## src/rtl/vscale_dm_hart_ctrl_pkg.sv

```systemverilog
// Shared opcodes, response codes and FSM encoding for the debug-module hart controller.
// Optional timeout support is enabled with the VSCALE_DM_TIMEOUT_EN macro (see top).
package vscale_dm_hart_ctrl_pkg;

    localparam int DM_OP_W  = 2;
    localparam int DM_ERR_W = 2;

    typedef enum logic [DM_OP_W-1:0] {
        DM_OP_HALT      = 2'd0,
        DM_OP_RESUME    = 2'd1,
        DM_OP_READ_REG  = 2'd2,
        DM_OP_WRITE_REG = 2'd3
    } dm_op_e;

    typedef enum logic [DM_ERR_W-1:0] {
        DM_ERR_OK         = 2'd0,
        DM_ERR_NOT_HALTED = 2'd1,
        DM_ERR_TIMEOUT    = 2'd2,
        DM_ERR_RSVD       = 2'd3
    } dm_err_e;

    typedef enum logic [2:0] {
        ST_IDLE        = 3'd0,
        ST_HALT_WAIT   = 3'd1,
        ST_RESUME_WAIT = 3'd2,
        ST_RD_WAIT     = 3'd3,
        ST_WR_WAIT     = 3'd4,
        ST_RESP        = 3'd5
    } dm_state_e;

endpackage

```

## src/rtl/vscale_dm_timeout_ctr.sv

```systemverilog
// Wait-state cycle counter: held at zero while cleared, counts while enabled,
// flags expiry on the TIMEOUT_CYCLES-th cycle of a wait.
module vscale_dm_timeout_ctr #(
    parameter int TIMEOUT_CYCLES = 1024
) (
    input  logic clk,
    input  logic reset,
    input  logic i_clear,
    input  logic i_enable,
    output logic o_expired
);

    localparam int CNT_W = (TIMEOUT_CYCLES > 2) ? $clog2(TIMEOUT_CYCLES) : 1;
    localparam logic [CNT_W-1:0] LAST = CNT_W'(TIMEOUT_CYCLES - 1);

    logic [CNT_W-1:0] r_cnt;

    assign o_expired = i_enable && (r_cnt == LAST);

    always_ff @(posedge clk) begin
        if (reset || i_clear) begin
            r_cnt <= '0;
        end else if (i_enable && !o_expired) begin
            r_cnt <= r_cnt + CNT_W'(1);
        end
    end

endmodule

```

## src/rtl/vscale_dm_hart_ctrl.sv

```systemverilog
// Debug-module initiator for the core hart debug ports: one abstract command at a time,
// owns the halted status. Define VSCALE_DM_TIMEOUT_EN to abort unacknowledged requests.
module vscale_dm_hart_ctrl
    import vscale_dm_hart_ctrl_pkg::*;
#(
    parameter int XPR_LEN        = 32,
    parameter int REGNO_WIDTH    = 13,
    parameter int TIMEOUT_CYCLES = 1024
) (
    input  logic                   clk,
    input  logic                   reset,
    input  logic                   cmd_valid,
    output logic                   cmd_ready,
    input  logic [1:0]             cmd_op,
    input  logic [REGNO_WIDTH-1:0] cmd_regno,
    input  logic [XPR_LEN-1:0]     cmd_wdata,
    output logic                   resp_valid,
    input  logic                   resp_ready,
    output logic [1:0]             resp_err,
    output logic [XPR_LEN-1:0]     resp_rdata,
    output logic                   halted,
    output logic                   haltreq,
    input  logic                   haltack,
    output logic                   resumereq,
    input  logic                   resumeack,
    output logic [REGNO_WIDTH-1:0] register_index,
    output logic                   debug_read,
    output logic                   debug_write,
    output logic [XPR_LEN-1:0]     debug_wdata,
    input  logic [XPR_LEN-1:0]     debug_rdata,
    input  logic                   reg_rack,
    input  logic                   reg_wack
);

    dm_state_e              r_state, w_state_next;
    logic                   r_halted, w_halted_next;
    logic [REGNO_WIDTH-1:0] r_regno, w_regno_next;
    logic [XPR_LEN-1:0]     r_wdata, w_wdata_next;
    dm_err_e                r_err, w_err_next;
    logic [XPR_LEN-1:0]     r_rdata, w_rdata_next;
    logic                   w_expired;

`ifdef VSCALE_DM_TIMEOUT_EN
    logic w_in_wait;
    assign w_in_wait = (r_state == ST_HALT_WAIT) || (r_state == ST_RESUME_WAIT) ||
                       (r_state == ST_RD_WAIT)   || (r_state == ST_WR_WAIT);

    vscale_dm_timeout_ctr #(
        .TIMEOUT_CYCLES (TIMEOUT_CYCLES)
    ) u_timeout_ctr (
        .clk       (clk),
        .reset     (reset),
        .i_clear   (!w_in_wait),
        .i_enable  (w_in_wait),
        .o_expired (w_expired)
    );
`else
    // No timeout: waits are unbounded. TIMEOUT_CYCLES is referenced only so both builds share one interface.
    assign w_expired = 1'b0 && (TIMEOUT_CYCLES > 0);
`endif

    // Every core-facing request is a pure decode of registered state, so acks never feed through.
    assign cmd_ready      = (r_state == ST_IDLE) && !reset;
    assign resp_valid     = (r_state == ST_RESP);
    assign resp_err       = r_err;
    assign resp_rdata     = r_rdata;
    assign halted         = r_halted;
    assign haltreq        = (r_state == ST_HALT_WAIT);
    assign resumereq      = (r_state == ST_RESUME_WAIT);
    assign debug_read     = (r_state == ST_RD_WAIT);
    assign debug_write    = (r_state == ST_WR_WAIT);
    assign register_index = (debug_read || debug_write) ? r_regno : '0;
    assign debug_wdata    = debug_write ? r_wdata : '0;

    always_comb begin
        w_state_next  = r_state;
        w_halted_next = r_halted;
        w_regno_next  = r_regno;
        w_wdata_next  = r_wdata;
        w_err_next    = r_err;
        w_rdata_next  = r_rdata;
        case (r_state)
            ST_IDLE: begin
                if (cmd_valid) begin
                    w_regno_next = cmd_regno;
                    w_wdata_next = cmd_wdata;
                    w_err_next   = DM_ERR_OK;
                    case (cmd_op)
                        DM_OP_HALT:   w_state_next = r_halted ? ST_RESP : ST_HALT_WAIT;
                        DM_OP_RESUME: w_state_next = r_halted ? ST_RESUME_WAIT : ST_RESP;
                        DM_OP_READ_REG: begin
                            w_state_next = r_halted ? ST_RD_WAIT : ST_RESP;
                            if (!r_halted) w_err_next = DM_ERR_NOT_HALTED;
                        end
                        default: begin
                            w_state_next = r_halted ? ST_WR_WAIT : ST_RESP;
                            if (!r_halted) w_err_next = DM_ERR_NOT_HALTED;
                        end
                    endcase
                end
            end
            ST_HALT_WAIT: begin
                if (haltack) begin
                    w_halted_next = 1'b1;
                    w_state_next  = ST_RESP;
                end else if (w_expired) begin
                    w_err_next   = DM_ERR_TIMEOUT;
                    w_state_next = ST_RESP;
                end
            end
            ST_RESUME_WAIT: begin
                if (resumeack) begin
                    w_halted_next = 1'b0;
                    w_state_next  = ST_RESP;
                end else if (w_expired) begin
                    w_err_next   = DM_ERR_TIMEOUT;
                    w_state_next = ST_RESP;
                end
            end
            ST_RD_WAIT: begin
                if (reg_rack) begin
                    w_rdata_next = debug_rdata;
                    w_state_next = ST_RESP;
                end else if (w_expired) begin
                    w_err_next   = DM_ERR_TIMEOUT;
                    w_state_next = ST_RESP;
                end
            end
            ST_WR_WAIT: begin
                if (reg_wack) begin
                    w_state_next = ST_RESP;
                end else if (w_expired) begin
                    w_err_next   = DM_ERR_TIMEOUT;
                    w_state_next = ST_RESP;
                end
            end
            ST_RESP: begin
                if (resp_ready) begin
                    w_rdata_next = '0;
                    w_err_next   = DM_ERR_OK;
                    w_state_next = ST_IDLE;
                end
            end
            default: w_state_next = ST_IDLE;
        endcase
    end

    always_ff @(posedge clk) begin
        if (reset) begin
            r_state  <= ST_IDLE;
            r_halted <= 1'b0;
            r_regno  <= '0;
            r_wdata  <= '0;
            r_err    <= DM_ERR_OK;
            r_rdata  <= '0;
        end else begin
            r_state  <= w_state_next;
            r_halted <= w_halted_next;
            r_regno  <= w_regno_next;
            r_wdata  <= w_wdata_next;
            r_err    <= w_err_next;
            r_rdata  <= w_rdata_next;
        end
    end

endmodule

```

## config.mk

```make
export PLATFORM = sky130hd
export DESIGN_NAME = vscale_dm_hart_ctrl
export DESIGN_NICKNAME = d
export VERILOG_FILES = /design/src/rtl/vscale_dm_hart_ctrl_pkg.sv /design/src/rtl/vscale_dm_timeout_ctr.sv /design/src/rtl/vscale_dm_hart_ctrl.sv
export SDC_FILE = /design/constraint.sdc
export NUM_CORES = 1
export LEC_CHECK = 0
export BUFFER_PORTS_ARGS = -buffer_cell sky130_fd_sc_hd__buf_4
export CAP_MARGIN = 20
export CORE_MARGIN = 3
export CORE_UTILIZATION = 35
export DETAILED_ROUTE_END_ITERATION = 12
export GPL_TIMING_DRIVEN = 0
export MAX_ROUTING_LAYER = met4
export PLACE_DENSITY = 0.65
export SETUP_SLACK_MARGIN = 0.3
export SLEW_MARGIN = 20
export SYNTH_ARGS = -nofsm -noshare
export SYNTH_HDL_FRONTEND = slang
export SYNTH_SLANG_ARGS = --single-unit
export TNS_END_PERCENT = 20
```

## constraint.sdc

```tcl
create_clock -name clk -period 2.4 [get_ports clk]
set_input_delay 0.36 -clock clk [delete_from_list [all_inputs] [get_ports clk]]
set_output_delay 0.36 -clock clk [all_outputs]
set_load 0.1 [all_outputs]
```

# [Word level (Yosys, flattened, before mapping)]
# Cells that the tools add are included.
# Widths: inputs -> output; s select.
[totals] word_cells=58 out_inout_bits=86 regBits=83
[op_classes] n_eq_ne=13 n_mux=25 reduce_logical=14
[ops] operator="$mux 32" count=3
[ops] operator="$pmux 32 s2" count=1
[ops] operator="$mux 3" count=9
[ops] operator="$pmux 3 s6" count=1
[ops] operator="$mux 13" count=1
[ops] operator="$ne 2x1->1 const B" count=5
[ops] operator="$pmux 3 s3" count=1
[ops] operator="$reduce_and 3->1" count=3
[ops] operator="$eq 3x2->1 const B" count=2
[ops] operator="$eq 3x3->1 const B" count=2
[ops] operator="$reduce_and 6->1" count=1
[ops] operator="$reduce_bool 2->1" count=3
[ops] operator="$mux 1" count=5
[ops] operator="$mux 2" count=2
[ops] operator="$pmux 2 s2" count=1
[ops] operator="$eq 3x1->1 const B" count=1
[ops] operator="$logic_not 3->1" count=1
[ops] operator="$eq 2x1->1 const B" count=1
[ops] operator="$eq 2x2->1 const B" count=1
[ops] operator="$logic_not 2->1" count=1
[ops] operator="$ne 2x2->1 const B" count=1
[ops] operator="$pmux 1 s2" count=1
[ops] operator="$reduce_and 2->1" count=1
[ops] operator="$reduce_or 2->1" count=1
[ops] operator="other kinds (3)" count=3

# [Logic depth before layout (Yosys ltp)]
[depth] ltp_word=5 ltp_mapped=7 ltp_nobuf=4

# [Worst setup path before layout]
# Ideal clock, no wire load.
[synth_path] kind="reg-to-output" from="reg r_state[0]" to="out cmd_ready" required_ps=2040 t_arrival_ps=3441 path_stages_with_launch=4 slack_ps=-1401 cell_sequence="dfxtp_1 > buf_6 > buf_2 > nor4_1"
[synth_via] elab_chain_cells=2
[synth_rtl] item="start: declaration" line_no="vscale_dm_hart_ctrl.sv:35" source="dm_state_e r_state, w_state_next;"
[synth_rtl] item="start signal: assignment" line_no="vscale_dm_hart_ctrl.sv:157" source="r_state <= w_state_next;"
[synth_rtl] item="$logic_not 3->1" line_no="vscale_dm_hart_ctrl.sv:63" source="assign cmd_ready = (r_state == ST_IDLE) && !reset;"
[synth_rtl] item="$logic_and 1x1->1" line_no="vscale_dm_hart_ctrl.sv:63"
[synth_rtl] item="end: declaration" line_no="vscale_dm_hart_ctrl.sv:13" source="output logic cmd_ready,"
# Every way passes these cells.

# [Final worst setup path]
[layout_path] from="reg r_state[2]" to="out register_index[5]"
[layout_via] elab_chain_cells=3 word_cells_on_any_way=4
[layout_rtl] item="$eq 3x2->1 / $eq 3x3->1 (equally long branches)" line_no="vscale_dm_hart_ctrl.sv:70, vscale_dm_hart_ctrl.sv:71"
[layout_rtl] item="$logic_or 1x1->1 *" line_no="vscale_dm_hart_ctrl.sv:72" source="assign register_index = (debug_read || debug_write) ? r_regno : '0;"
[layout_rtl] item="$mux 13 *" line_no="vscale_dm_hart_ctrl.sv:72"
[layout_rtl] item="end: declaration" line_no="vscale_dm_hart_ctrl.sv:26" source="output logic [REGNO_WIDTH-1:0] register_index,"
# Mark *: on every way between the ends. The rest lies on a longest branch, timed or not.

==> flow_summary.ini <==
[setup_path]
path_delay_family = simple AND/OR/NAND/NOR gates
critical_path.max_stage_delay_ns = 0.34
worstSetupPathType = register to output pin
worst-path-buf-inv = 3
path_cells = buf_6, nor2b_4, and2_4, or2_4, buf_6, and2_4, buf_12
end_kind = output pin
crit_fanout = 5
required_ns = 2.04
crit_arrival_ns = 1.71
slowest_stage = dfxtp_2
start_kind = register

[final_layout]
final_cell_area_mm2 = 0.00537
fill_cells = 840
antenna_cells = 0
area_growth_pct = 58.8
fin_nets = 679
drive_gt1_share_pct = 40.7

[outcome]
status = finished clean

[timing]
whs_ns = 0.211
rsz0062_at_grt = yes
drv_slew = 0
clock_skew_ns = 0.00815
tightest_slew_ns = 0.740
finalSetupViolCount = 0
max_freq_mhz = 483
timing.final.hold_violations = 0
min_period_ns = 2.07
max_slew_margin_pct = 50.7
finalCritPeriodShare_pct = 86.2

[floorplanning]
dieHeight_um = 104
die-area_mm2 = 0.0109
core_mm2 = 0.00933
core.rowCount = 35
start_util_pct = 36.3
die_w_um = 104
ios = 173

[logic_synthesis]
synth_cells = 406
synth_top_area_share_pct = 48.5
netlist_top_cells_area = dfxtp_1, nand2_1, and2_1
yosys.area.top_type = dfxtp_1
ys_top_cells_by_count = nand2_1, dfxtp_1, a21oi_1
synth_edf_count = 0
synthAdderAreaFrac_pct = 0
yosysUniqueCellTypes = 34
yosysMostFrequentCell = nand2_1
ys_seq_area_share_pct = 48.5
synth_compound_area_share_pct = 16.1
ys_seq_elements = 82
avgSynthCellArea_um2 = 8.33
synth_simple_gate_area_share_pct = 27.8
synth_warnings = 0
synth_top_family_by_area = simple AND/OR/NAND/NOR gates
synth_area_mm2 = 0.00338
ys.flop_type = dfxtp_1
synth_fp_nets = 493
synthMuxAreaShare_pct = 0.592
async_flop_share_pct = 0
synth-xor-area-share_pct = 0.259

[detailed_routing]
met3_length_um = 755
vias = 3381
wl_per_cell_um = 13.6
dr.pass1.iters = 4
wl_met2_um = 4740
m1WireLength_um = 4330
wl_um = 9910
drc = 0
highest_layer = met4
via_per_inst = 4.66
drt_first_iter_violations = 185
final_antenna_net_count = 0

[placement]
io_buffers = 171
hpwl_um = 7430
dpl_cell_area_mm2 = 0.00485
gp_congestion = 0.860

[cts]
insertion_delay_ns = 0.34
clock_sinks = 82
cts_buffers = 9
holdBufCountCts = 0
clk_pin_slew_worst_paths_ns = 0.08
clockBufferDepth = 2
cts_tree = built
cts_root_buf = clkbuf_8
cts_max_level = 3

[global_route]
grt_overflow = 0
grt_max_degree = 15
track_usage_pct = 18.2
grt_pass1_wl_um = 16000
antenna_found_initial = 0
grt_pass1_vias = 3308

[power_and_ir_drop]
p_seq_share_pct = 34.0
power_mw = 4.68
net-switching-power_mw = 1.85
power_frac_clock_pct = 23.8
p_comb_share_pct = 42.2
p_int_mw = 2.83
sw_frac_of_total_pct = 39.6
vdd_drop_max_v = 0.000356
leakagePower_nw = 2.37
power.density_mw_per_mm2 = 872

[min_path]
hold_class = primary input to register

[job]
timing.max_cap.violations = 0
## metal layers
layer	vias to the layer above	global-route usage [%]
met5	-	-
met1	1528	22.4
li1	1716	-
met4	0	6.27
met3	8	4.97
met2	129	28.8
## placed cells by master (no fill, tap or decap), types with 2 or more instances in the layout
cell and instances:
clkinv_4 2, clkbuf_2 2, buf_12 11, buf_4 151, nand3_1 4, dfxtp_2 3, clkbuf_8 10, nor2b_4 2
buf_6 26, and2_1 33, bufinv_16 2, and3b_1 2, clkbuf_1 9, dfxtp_1 79, nor2_1 33, a22oi_1 32
buf_2 9, mux2i_1 2, nor3_1 2, a21oi_1 51, nand2_1 93, a32oi_1 2, and2_4 15, nand2b_1 2
## registers in the layout (all words and copies together) (netlist names)
signal / flops
halted: 1
resp_rdata: 32
resp_err: 1
r_regno: 13
r_state: 3
r_wdata: 32
## power by group through the flow
| stage | Clock, mW | Sequential, mW | Combinational (mW) |
|---|---|---|---|
| detailed placement | 0 | 1.62 | 1.82 |
| CTS | 1.15 | 1.59 | 1.98 |
| global placement | 0 | 1.61 | 1.80 |
| global route | 1.20 | 1.61 | 2.11 |
| finish | 1.11 | 1.59 | 1.97 |
| floorplan | 0 | 1.66 | 1.34 |
## worst register-to-register path, delay by kind of cell (launching register included)
family | cells | cell delay, ns
simple gates | 3 | 0.67
buf+inv | 3 | 0.47
flops | 1 | 0.32
compound gates | 1 | 0.12
## cell type report
cell class                      instances  area (µm²)  area share, %
Timing Repair Buffer                  175        1510           28.1
Tap cell                              129         161           3.01
Clock inverter                          6        90.1           1.68
Multi-Input combinational cell        290        1590           29.5
Buffer                                 34         239           4.45
Sequential cell                        82        1650           30.6
Clock buffer                           10         138           2.56
## timing repair
action / in CTS / in global routing
gates cloned: 1 / 0
setup buffers: 3 / 0
endpoints found under the setup margin: 46 / 41
pin swaps: 2 / 0
resized for setup: 64 / 13
## metrics by stage
stage          instances  setup TNS (ns)  setup WS (ns)  util, %
2_1_floorplan        406           -1.82         -0.136        -
3_3_place_gp         706               0          0.223     52.0
3_5_place_dp         706               0          0.207     52.0
4_1_cts              726               0          0.297     57.1
5_1_grt              726               0          0.261     57.6
6_report             726               0          0.330     57.6
## cell families after synthesis
| family | Yosys count |
|---|---|
| and+or+nand+nor | 197 |
| DFF | 82 |
| xor gates and xnor gates | 1 |
| muxes | 2 |
| AOI/OAI and AO/OA | 89 |
| buffers and inverters | 34 |
| other | 1 |
## worst paths after layout
check	slack, ns	cells after the start	start	to
max	0.33	7	r_state[2]$_SDFFE_PP0P_	register_index[5]
min reg2reg	0.45	2	r_wdata[8]$_SDFFE_PP0P_	r_wdata[8]$_SDFFE_PP0P_
max reg2reg	0.75	7	r_state[0]$_SDFFE_PP0P_	r_wdata[16]$_SDFFE_PP0P_
min	0.21	2	resumeack	halted$_SDFFE_PP0P_
Power figures use the tool's default switching activity.
